`src/rtl/uart_tx_arbiter_if.sv`:
```
// Bundle of requester lanes, TX FIFO write port and arbiter status.
// "master" is the side that owns the byte sources and the FIFO full flag.
// "slave" is the arbiter itself.
interface uart_tx_arbiter_if #(
    parameter int NUM_REQ = 4,
    parameter int DBITS   = 8
);
    logic [NUM_REQ-1:0]       req_valid;
    logic [NUM_REQ*DBITS-1:0] req_data;
    logic [NUM_REQ-1:0]       req_last;
    logic [NUM_REQ-1:0]       req_ready;
    logic                     tx_full;
    logic                     write_uart;
    logic [DBITS-1:0]         write_data;
    logic [2:0]               grant_id;
    logic                     busy;
    logic                     truncated;

    modport master (
        output req_valid, req_data, req_last, tx_full,
        input  req_ready, write_uart, write_data, grant_id, busy, truncated
    );

    modport slave (
        input  req_valid, req_data, req_last, tx_full,
        output req_ready, write_uart, write_data, grant_id, busy, truncated
    );
endinterface

```
`src/rtl/uart_tx_arbiter.sv`:
```
// Round-robin, message-granular arbiter feeding the UART TX FIFO write port.
// A granted requester keeps the link until its last byte or the byte cap,
// and writes are spaced at least two cycles apart so a one-cycle-stale
// full flag can never overflow the FIFO.
module uart_tx_arbiter #(
    parameter int NUM_REQ   = 4,
    parameter int DBITS     = 8,
    parameter int MAX_BYTES = 64,
    parameter int CNT_BITS  = 7
) (
    input logic              CLK,
    input logic              RST,
    uart_tx_arbiter_if.slave bus
);

    typedef enum logic {
        IDLE = 1'b0,
        XFER = 1'b1
    } state_t;

    state_t              state;
    logic [CNT_BITS-1:0] byte_cnt;
    logic [2:0]          last_grant;
    logic [2:0]          grant_id;
    logic                write_uart_q;
    logic [DBITS-1:0]    write_data_q;
    logic                truncated_q;

    // Lanes are padded out to eight so a 3-bit index always fits exactly.
    logic [7:0]       valid_pad;
    logic [7:0]       last_pad;
    logic [7:0]       ready_pad;
    logic [DBITS-1:0] lane_data [8];

    logic [2:0] pick;
    logic       pick_found;
    logic [2:0] scan_idx;
    logic       accept;
    logic       at_cap;
    logic [DBITS-1:0] grant_data;

    assign valid_pad = 8'(bus.req_valid);
    assign last_pad  = 8'(bus.req_last);

    // Split the flat data bus into per-requester lanes; unused lanes read zero.
    for (genvar i = 0; i < 8; i++) begin : g_lane
        if (i < NUM_REQ) begin : g_used
            assign lane_data[i] = bus.req_data[i*DBITS +: DBITS];
        end else begin : g_unused
            assign lane_data[i] = '0;
        end
    end

    // Round-robin pick: first valid requester after the most recent grant.
    always_comb begin
        pick       = '0;
        pick_found = 1'b0;
        scan_idx   = '0;
        for (int i = 1; i <= NUM_REQ; i++) begin
            scan_idx = 3'((int'(last_grant) + i) % NUM_REQ);
            if (!pick_found && valid_pad[scan_idx]) begin
                pick       = scan_idx;
                pick_found = 1'b1;
            end
        end
    end

    // Only the granted lane may be ready, and never while a write is in flight.
    always_comb begin
        ready_pad = '0;
        if (state == XFER) begin
            ready_pad[grant_id] = valid_pad[grant_id] & ~bus.tx_full & ~write_uart_q;
        end
    end

    assign accept     = ready_pad[grant_id];
    assign at_cap     = (byte_cnt == CNT_BITS'(MAX_BYTES - 1));
    assign grant_data = lane_data[grant_id];

    // Grant/transfer state machine with registered FIFO write and status pulses.
    always_ff @(posedge CLK) begin
        if (RST) begin
            state        <= IDLE;
            byte_cnt     <= '0;
            last_grant   <= 3'(NUM_REQ - 1);
            grant_id     <= '0;
            write_uart_q <= 1'b0;
            write_data_q <= '0;
            truncated_q  <= 1'b0;
        end else begin
            write_uart_q <= 1'b0;
            truncated_q  <= 1'b0;
            case (state)
                IDLE: begin
                    if (pick_found) begin
                        grant_id <= pick;
                        byte_cnt <= '0;
                        state    <= XFER;
                    end
                end
                XFER: begin
                    if (accept) begin
                        write_uart_q <= 1'b1;
                        write_data_q <= grant_data;
                        byte_cnt     <= byte_cnt + 1'b1;
                        if (last_pad[grant_id]) begin
                            last_grant <= grant_id;
                            state      <= IDLE;
                        end else if (at_cap) begin
                            last_grant  <= grant_id;
                            truncated_q <= 1'b1;
                            state       <= IDLE;
                        end
                    end
                end
                default: state <= IDLE;
            endcase
        end
    end

    assign bus.req_ready  = ready_pad[NUM_REQ-1:0];
    assign bus.write_uart = write_uart_q;
    assign bus.write_data = write_data_q;
    assign bus.grant_id   = grant_id;
    assign bus.busy       = (state == XFER);
    assign bus.truncated  = truncated_q;

endmodule
```
`src/flat_wrapper.sv`:
```
// flat-port wrapper written by rule: the top's interface ports become plain ports
module uart_tx_arbiter_flat 
#(
    parameter int NUM_REQ   = 4,
    parameter int DBITS     = 8,
    parameter int MAX_BYTES = 64,
    parameter int CNT_BITS  = 7
)
  (CLK, RST, bus_req_valid, bus_req_data, bus_req_last, bus_tx_full, bus_req_ready, bus_write_uart, bus_write_data, bus_grant_id, bus_busy, bus_truncated);
  uart_tx_arbiter_if #(.NUM_REQ(NUM_REQ), .DBITS(DBITS)) bus_i ();
  input logic CLK;
  input logic RST;
  input wire logic [$bits(bus_i.req_valid)-1:0] bus_req_valid;
  input wire logic [$bits(bus_i.req_data)-1:0] bus_req_data;
  input wire logic [$bits(bus_i.req_last)-1:0] bus_req_last;
  input wire logic [$bits(bus_i.tx_full)-1:0] bus_tx_full;
  output wire logic [$bits(bus_i.req_ready)-1:0] bus_req_ready;
  output wire logic [$bits(bus_i.write_uart)-1:0] bus_write_uart;
  output wire logic [$bits(bus_i.write_data)-1:0] bus_write_data;
  output wire logic [$bits(bus_i.grant_id)-1:0] bus_grant_id;
  output wire logic [$bits(bus_i.busy)-1:0] bus_busy;
  output wire logic [$bits(bus_i.truncated)-1:0] bus_truncated;
  assign bus_i.req_valid = bus_req_valid;
  assign bus_i.req_data = bus_req_data;
  assign bus_i.req_last = bus_req_last;
  assign bus_i.tx_full = bus_tx_full;
  assign bus_req_ready = bus_i.req_ready;
  assign bus_write_uart = bus_i.write_uart;
  assign bus_write_data = bus_i.write_data;
  assign bus_grant_id = bus_i.grant_id;
  assign bus_busy = bus_i.busy;
  assign bus_truncated = bus_i.truncated;
  uart_tx_arbiter #(.NUM_REQ(NUM_REQ), .DBITS(DBITS), .MAX_BYTES(MAX_BYTES), .CNT_BITS(CNT_BITS)) u_core (.CLK(CLK), .RST(RST), .bus(bus_i));
endmodule
```
`config.mk`:
```
export PLATFORM = sky130hd
export DESIGN_NAME = uart_tx_arbiter_flat
export DESIGN_NICKNAME = d
export VERILOG_FILES = /design/src/rtl/uart_tx_arbiter_if.sv /design/src/rtl/uart_tx_arbiter.sv /design/src/flat_wrapper.sv
export SDC_FILE = /design/constraint.sdc
export NUM_CORES = 1
export LEC_CHECK = 0
export BUFFER_PORTS_ARGS = -buffer_cell sky130_fd_sc_hd__buf_2
export CAP_MARGIN = 15
export CORE_MARGIN = 10
export CORE_UTILIZATION = 49
export CTS_CLUSTER_DIAMETER = 60
export DETAILED_ROUTE_END_ITERATION = 8
export PLACE_DENSITY = 0.89
export SETUP_SLACK_MARGIN = 0.3
export SYNTH_ARGS = -nofsm -noshare
export SYNTH_HDL_FRONTEND = slang
export SYNTH_SLANG_ARGS = --single-unit
export TNS_END_PERCENT = 20
```
`constraint.sdc`:
```
create_clock -name CLK -period 3.6 [get_ports CLK]
set_input_delay 0.72 -clock CLK [delete_from_list [all_inputs] [get_ports CLK]]
set_output_delay 0.72 -clock CLK [all_outputs]
set_load 0.02 [all_outputs]
```
# --- After elaboration in Yosys (flattened, before gate mapping) ---
# Index checks and enable logic that the tools add are counted.
totals:
  regBits: 23
  out_inout_bits: 18
  inputBits: 43
  elab_cells: 92
op_classes:
  n_mux: 40
  addsub: 5
  reduce_logical: 18
  n_bitwise: 12
  n_eq_ne: 3
  order_cmp: 7
op_table:
  columns: ["cell", "count"]
  rows:
  - ["8-bit binary-select mux with 3-bit select", 1]
  - ["8-bit two-way mux", 3]
  - ["1-bit binary-select mux with 3-bit select", 7]
  - ["3-bit by 4-bit < comparator with 1-bit output (second input constant)", 5]
  - ["1-bit two-way mux", 18]
  - ["7-bit two-way mux", 2]
  - ["7-bit case mux with 2 select lines", 1]
  - ["3-bit two-way mux", 4]
  - ["2-bit OR reduction", 5]
  - ["8-bit AND", 1]
  - ["7-bit by 1-bit adder with 7-bit output (second input constant)", 1]
  - ["7-bit by 6-bit equality test with 1-bit output (second input constant)", 1]
  - ["2-bit AND reduction", 3]
  - ["2-bit by 1-bit adder with 2-bit output (second input constant)", 2]
  - ["2-bit adder (second input constant)", 2]
  - ["1-bit AND (first input constant)", 4]
  - ["4-bit >= comparator (second input constant)", 1]
  - ["1-bit logical AND", 4]
  - ["2-bit two-way mux", 2]
  - ["1-bit inverter", 4]
  - ["3-bit inverter with 4-bit output", 1]
  - ["4-bit OR reduction", 1]
  - ["1-bit demux with 3-bit select", 1]
  - ["3-bit by 1-bit >= comparator with 1-bit output (second input constant)", 1]
  - ["7 further kinds", 10]

# --- Logic depth before layout (Yosys ltp) ---
# Gate-level depths: netlist (run 1).
logic_depth:
  ltp_word: 17
  depth_mapped: 7
  depth_no_buf: 5

# --- Worst setup path before layout (run 1) ---
# OpenSTA, ideal clock, no wires.
synth_path:
  kind: "input port to output port"
  start: "input port bus_req_valid[1]"
  end: "output port bus_req_ready[1]"
  slack_ps: 882
  cell_stages: 5
  path_buffers: 2
  required_ps: 2880
  t_arrival_ps: 1998
  path_cell_list: "clkbuf_2 mux4_2 nand3_1 buf_4 nor3b_1"
synth_between:
  elab_chain_len: 6
synth_lines:
  columns: ["item", "line", "text"]
  rows:
  - ["start: declaration", "flat_wrapper.sv:13", "input wire logic [$bits(bus_i.req_valid)-1:0] bus_req_valid;"]
  - ["1-bit binary-select mux with 3-bit select", "uart_tx_arbiter.sv:72", "ready_pad[grant_id] = valid_pad[grant_id] & ~bus.tx_full & ~write_uart_q;"]
  - ["1-bit two-way mux (not written as such)", "uart_tx_arbiter.sv:72", null]
  - ["1-bit AND (2 in a row)", "uart_tx_arbiter.sv:72", null]
  - ["8-bit AND (no line)", null, null]
  - ["8-bit two-way mux", "uart_tx_arbiter.sv:71", "if (state == XFER) begin"]
  - ["end: declaration", "flat_wrapper.sv:17", "output wire logic [$bits(bus_i.req_ready)-1:0] bus_req_ready;"]
# No other way between the ends. The select of a mux whose other input is x is not followed.

# --- Worst setup path in the final report (run 1) ---
layout_path:
  start: "input port bus_req_valid[1]"
  end: "output port bus_req_ready[3]"
# The elaborated chain is that of the path after synthesis.

==> results of run 1 <==
cell usage after synthesis, drive strengths merged (2+ instances only):
master	number
o22ai	2
nand2	21
buf	7
xor2	4
mux4	10
o21ai	6
nor3b	3
clkbuf	5
and3	3
dfxtp	22
nand4	3
nor2b	2
nor2	14
nand3	2
nor3	5
a21oi	17
layer usage:
layer  share of wire (%)  vias up  wire (um)
li1                    -      608          -
met4                 2.7        0         99
met1                  38      601       1406
met2                  54       41       1990
met3                 5.1        9        187
met5                   0        -          0
report_power, final:
group          total, uW  switching, uW  internal (uW)
Sequential           260           7.67            252
Combinational        118           61.1           57.3
Clock                195           82.7            113
Total                574            152            422
per-stage QoR:
step / hold slack [ns] / area (sq um) / worst slack, ns / total power, uW
final: 0.4630 / 1609 / 0.6820 / 573.8
after global routing: 0.4998 / 1609 / 0.5254 / 597.4
after CTS: 0.4687 / 1609 / 0.6872 / 575.9
after detailed placement: 0.4510 / 1556 / 0.6888 / 382.4
after global placement: 0.4395 / 1556 / 0.7063 / 379.6
after floorplan: 0.4711 / 1274 / 0.8815 / 343.5
cell type report:
cell class / count / area [sq um] / share of cell area [%]
Timing Repair Buffer: 62 / 317.8 / 19.75
Clock buffer: 3 / 22.52 / 1.400
Tap cell: 30 / 37.54 / 2.333
Clock inverter: 1 / 30.03 / 1.866
Multi-Input combinational cell: 105 / 757.0 / 47.05
Sequential cell: 22 / 440.4 / 27.37
Inverter: 1 / 3.754 / 0.2333
kinds of logic (layout without fill, tap and decap cells):
| kind of cell | Yosys count | after routing |
|---|---|---|
| AOI/OAI and AO/OA | 28 | 28 |
| xor gates and xnor gates | 4 | 4 |
| adders and majority gates | 1 | 1 |
| buffers and inverters | 13 | 67 |
| DFF | 22 | 22 |
| muxes | 11 | 11 |
| other | 1 | 1 |
| and+or+nand+nor | 60 | 60 |
state kept, by name, indices dropped and copies added (netlist names):
name	flops
u_core.bus.write_data	8
u_core.byte_cnt	7
u_core.bus.grant_id	2
u_core.last_grant	2
u_core.bus.busy	1
u_core.bus.truncated	1
u_core.bus.write_uart	1
worst min-delay path, stage by stage (launching register included):
cell,delay [ns]
dfxtp_1,0.33
nand2_1,0.05
a21oi_1,0.05
worst paths after layout:
path	start	to	slack, ns	cells past startpoint
max	bus_req_valid[1]	bus_req_ready[3]	0.68	5
min	u_core.bus.write_data[6]$_SDFFE_PP0P_	u_core.bus.write_data[6]$_SDFFE_PP0P_	0.46	2
max reg2reg	u_core.bus.grant_id[0]$_SDFFE_PP0P_	u_core.byte_cnt[3]$_SDFFE_PP0P_	1.66	6
min reg2reg	u_core.bus.write_data[6]$_SDFFE_PP0P_	u_core.bus.write_data[6]$_SDFFE_PP0P_	0.46	2
==> metrics.cfg, run 1 <==
[outcome]
outcome = finished clean

[layout]
nFillCells = 215
instances_no_fill = 224
fin_nets = 239
drive_gt1_share_pct = 41.75
syn_to_final_growth_pct = 26.33
final_core_util_pct = 64.95
final_common_cell = buf_2
mostFrequentLayoutCells = buf_2 (59), dfxtp_1 (22), nand2_1 (21)
antenna_cells = 0

[routing]
drc_errors = 0
wl_um = 3685
drtAntennaViolNets = 0
first_pass_iters = 6
vias = 1259
wire_per_inst_um = 16.45
drt_iter0_drc = 78
viasPerCell = 5.621

[clock_tree]
htree_levels = 1
clk_pin_slew_ns = 0.13
cts_buffer_depth = 2
ctsHoldBuffers = 0
cts_setup_buffers = 0
clockRootBuffer = clkbuf_4
clkSinkCount = 22
clock_latency_ns = 0.32
cts-buffers-inserted = 3
cts.repair.resized = 0
cts_tree = built

[global_routing]
met2_usage_pct = 25.82
busiest_layer = met2
met3_usage_pct = 3.208
track_usage_pct = 13.99
grt_start_max_net_pins = 22
overflow = 0
grt_first_pass_wirelength_um = 5899
grt_pass1_vias = 1301
antenna_found_initial = 0
use_met1_pct = 14.53

[synthesis]
synthTopCellsByArea = dfxtp_1 (35%), mux4_2 (18%), a21oi_1 (6.3%)
synthMuxAreaShare_pct = 18.47
synth_cell_types = 37
synth_fp_nets = 184
synth_cells = 140
yosysWarnings = 0
synth_top_cell_by_area = dfxtp_1
ys_seq_area_share_pct = 34.58
synth-simple-area-share_pct = 24.36
synthesis.area_sq_mm = 0.001274
synth-main-ff-cell = dfxtp_1
synth_top_family_by_area = simple AND/OR/NAND/NOR gates
synth_edf_count = 0
synth_fa_ha_area_share_pct = 0.9823
synth_compound_area_share_pct = 12.57
postSynthAreaPerCell_sq_um = 9.098
synthXorXnorAreaFrac_pct = 2.750
ys_ff_latch = 22
async_flop_share_pct = 0
synth_top_cell_area_share_pct = 34.58

[sta]
worst_pin_slew_ns = 0.6726
finClkSkew_ns = 0.005478
tns_ns = 0
rsz0062_at_grt = no
fin_crit_ns = 2.918
max_slew_margin_pct = 55.16
slew_violations = 0
final.period_utilization_pct = 81.06
finalSetupViolCount = 0
hold_viol_final = 0
timing.fmax_ghz = 0.3427

[placement]
dp.cells = 220
place.gp.congestion = 0.7969
port_buffers = 59
hpwlAfterDp_um = 2830

[die]
die_x_um = 70.99
dieArea_sq_mm = 0.005039
start_util_pct = 51.41
floorplan.rows = 18
ioPinCount = 61
die-height_um = 70.99
core_area_sq_mm = 0.002477

[power_and_ir_drop]
powerDensity_mw_per_mm2 = 356.6
ir_drop_mv = 0.2431
leakage_uw = 0.0007057

[critical_path]
critPathMaxStageDelay_ns = 0.48
critical-path-top-delay-family = simple AND/OR/NAND/NOR gates
crit_arrival_ns = 2.20
crit_buf_inv = 2
criticalPathCategory = primary input to primary output
startpoint_type = primary input
cp_data_required_time_ns = 2.88
crit_path_cell_trace = buf_2 -> mux4_2 -> and3_1 -> and3_1 -> buf_2
critical_path.max_fanout = 18
slowest_stage = mux4_2
end_kind = primary output

[worst_hold_path]
worst_hold_path_type = register to register

[flow_run]
cap_violations = 0

(Power assumes the default switching activity.)
==> run 2, diff against run 1 <==
Settings changed: CORE_UTILIZATION 49 to 41, PLACE_DENSITY 0.89 to 0.8.
Clock period 3.6 ns to 2.55 ns, I/O delays scaled along.
==> run 2 against run 1 <==
Compared with the run above: sequential share of layout area down 0.49 points; register-to-register slack lost 0.84 ns; core utilization shrank 10 points; die area increased by 14%; global-route usage down 1.2 points; worst hold slack got worse by 0.0026 ns; non-clock buffer count is 1 higher; sequential power is 42% higher; setup slack lost 0.30 ns; combinational power grew 42%; highest routed layer unchanged.
==> metrics.cfg, run 2 (synthesis gave the netlist of run 1 again) <==
[die]
ioPinCount = 61  ; unchanged
die_x_um = 75.74  ; +6.7%
floorplan.rows = 20  ; +2
die-height_um = 75.74  ; +6.7%
start_util_pct = 42.42  ; -9.0 points
core_area_sq_mm = 0.003003  ; +21%
dieArea_sq_mm = 0.005736  ; +14%

[sta]
hold_viol_final = 0  ; unchanged
final.period_utilization_pct = 85.12
setup_ws_ns = 0.3794  ; -0.3026 ns
slew_violations = 0  ; unchanged
finClkSkew_ns = 0.005692  ; +0.0002132 ns
tns_ns = 0  ; unchanged
finalSetupViolCount = 0  ; unchanged
hold_ws_ns = 0.4603  ; -0.002631 ns
fin_crit_ns = 2.171
rsz0062_at_grt = no
worst_pin_slew_ns = 0.5143  ; -0.1583 ns
timing.fmax_ghz = 0.4607
max_slew_margin_pct = 65.40  ; +10 points

[critical_path]
slowest_stage = mux4_2
cp_data_required_time_ns = 2.04  ; -0.84 ns
critPathMaxStageDelay_ns = 0.50  ; +0.02 ns
crit_path_cell_trace = mux4_2 -> and3_4 -> and3_4 -> buf_6
regToRegSetupSlack_ns = 0.82  ; -0.84 ns
critical-path-top-delay-family = multiplexers
critical_path.max_fanout = 3  ; -15
cpMostUsedCell = and3_4
r2r-end = u_core.last_grant[0]$_SDFFE_PP1P_
criticalPathCategory = register to primary output
end_kind = primary output
startpoint_type = register
crit_arrival_ns = 1.66  ; -0.54 ns
reg2reg_depth = 5  ; -1
reg2reg_from = u_core.bus.grant_id[0]$_SDFFE_PP0P_
crit_buf_inv = 1  ; -1

[global_routing]
grt_pass1_vias = 1257  ; -3.4%
overflow = 0  ; unchanged
grt_start_max_net_pins = 22  ; unchanged
grt_first_pass_wirelength_um = 5616  ; -4.8%
track_usage_pct = 12.82  ; -1.2 points
antenna_found_initial = 0  ; unchanged

[layout]
syn_to_final_growth_pct = 28.98
antenna_cells = 0  ; unchanged
final_common_cell = buf_2
drive_gt1_share_pct = 44.10  ; +2.3 points
largest_register_ffs = 8  ; unchanged
nFillCells = 293  ; +36%
mostFrequentLayoutCells = buf_2 (58), nand2_1 (21), dfxtp_1 (21)
fin_nets = 240  ; +0.42%
final_core_util_pct = 54.71  ; -10 points

[routing]
viasPerCell = 5.452  ; -3.0%
drc_errors = 0  ; unchanged
vias = 1243  ; -1.3%
first_pass_iters = 5  ; -1
wire_per_inst_um = 15.94  ; -3.1%
drt_iter0_drc = 64  ; -18%
drtAntennaViolNets = 0  ; unchanged
wl_um = 3635  ; -1.4%

[outcome]
outcome = finished clean

[placement]
dp_slack_ns = 0.3792  ; -0.3096 ns
place.gp.congestion = 0.7546  ; -5.3%
port_buffers = 59  ; unchanged
hpwlAfterDp_um = 2923  ; +3.3%

[worst_hold_path]
worst_hold_path_type = register to register
hold_path_depth = 2  ; unchanged
hold_end = u_core.bus.write_data[5]$_SDFFE_PP0P_
hold_start = u_core.bus.write_data[5]$_SDFFE_PP0P_

[clock_tree]
htree_levels = 1  ; unchanged
clock_latency_ns = 0.31  ; about the same
clk_pin_slew_ns = 0.13  ; about the same
clkSinkCount = 22  ; unchanged
cts-buffers-inserted = 3  ; unchanged
cts_buffer_depth = 2  ; unchanged
cts_tree = built
clockRootBuffer = clkbuf_4
ctsHoldBuffers = 0  ; unchanged

[power_and_ir_drop]
powerDensity_mw_per_mm2 = 489.6  ; +37%
leakage_uw = 0.0007092  ; +0.50%
ir_drop_mv = 0.3388  ; +39%
total_power_uw = 804.3  ; +40%

[flow_run]
cap_violations = 0  ; unchanged

-- run 2: cell types whose count changed in the layout (fill, tap and decap cells not counted), sizes merged --
cell / before / now
buf: 62 / 63
-- run 2: metrics by stage --
stage	std cells	area (sq um)
2_1_floorplan	140	1279
3_3_place_gp	224	1573
3_5_place_dp	224	1573
4_1_cts	228	1627
5_1_grt	228	1643
6_report	228	1643
-- run 2: power by group --
group	total, uW	leakage (uW)	internal [uW]	switching, uW
sequential	368	0.000179	356	11.5
combinational	168	0.000502	82.9	85.6
clock	268	0.0000279	159	109
total	804	0.000709	598	206
-- run 2: how the worst max path moves through the flow --
stage                        to  slack, ns                                start  cells after the start
2_1_floorplan  bus_req_ready[2]       0.30                     bus_req_valid[1]                      7
3_3_place_gp   bus_req_ready[3]       0.39                     bus_req_valid[1]                      5
3_5_place_dp   bus_req_ready[3]       0.38                     bus_req_valid[1]                      5
4_1_cts        bus_req_ready[3]       0.33  u_core.bus.grant_id[1]$_SDFFE_PP0P_                      4
5_1_grt        bus_req_ready[3]       0.29  u_core.bus.grant_id[1]$_SDFFE_PP0P_                      4
6_report       bus_req_ready[3]       0.38  u_core.bus.grant_id[1]$_SDFFE_PP0P_                      4
-- run 2: area by class of cell --
cell class	instances	area (sq um)	share of cell area, %
well taps	33	41.29	2.513
inverters	1	3.754	0.2285
multi-input cells	105	772.0	46.99
clock buffers	3	22.52	1.371
flip-flops and latches	22	441.7	26.88
clock inverters	1	30.03	1.828
repair buffers	63	331.6	20.18
-- run 2: timing repair --
action / 4_1_cts / 5_1_grt
gates resized for setup: 1 / 4
setup buffers: 0 / 0
setup endpoints to repair: 1 / 1
-- run 2: per-layer routing --
metal  wire length [um]  vias to the layer above  GRT usage (%)
met2               1853                       46          22.95
li1                   -                      611              -
met4                 46                        0          3.711
met3                388                        4          6.901
met5                  0                        -              0
met1               1347                      582          12.44
-- run 2: worst register-to-register path, cell delays in order (launching register included) --
cell and delay, ns:
dfxtp_1 0.36, buf_4 0.27, mux4_2 0.57, o21a_4 0.25, nor3_1 0.13, a21oi_1 0.06
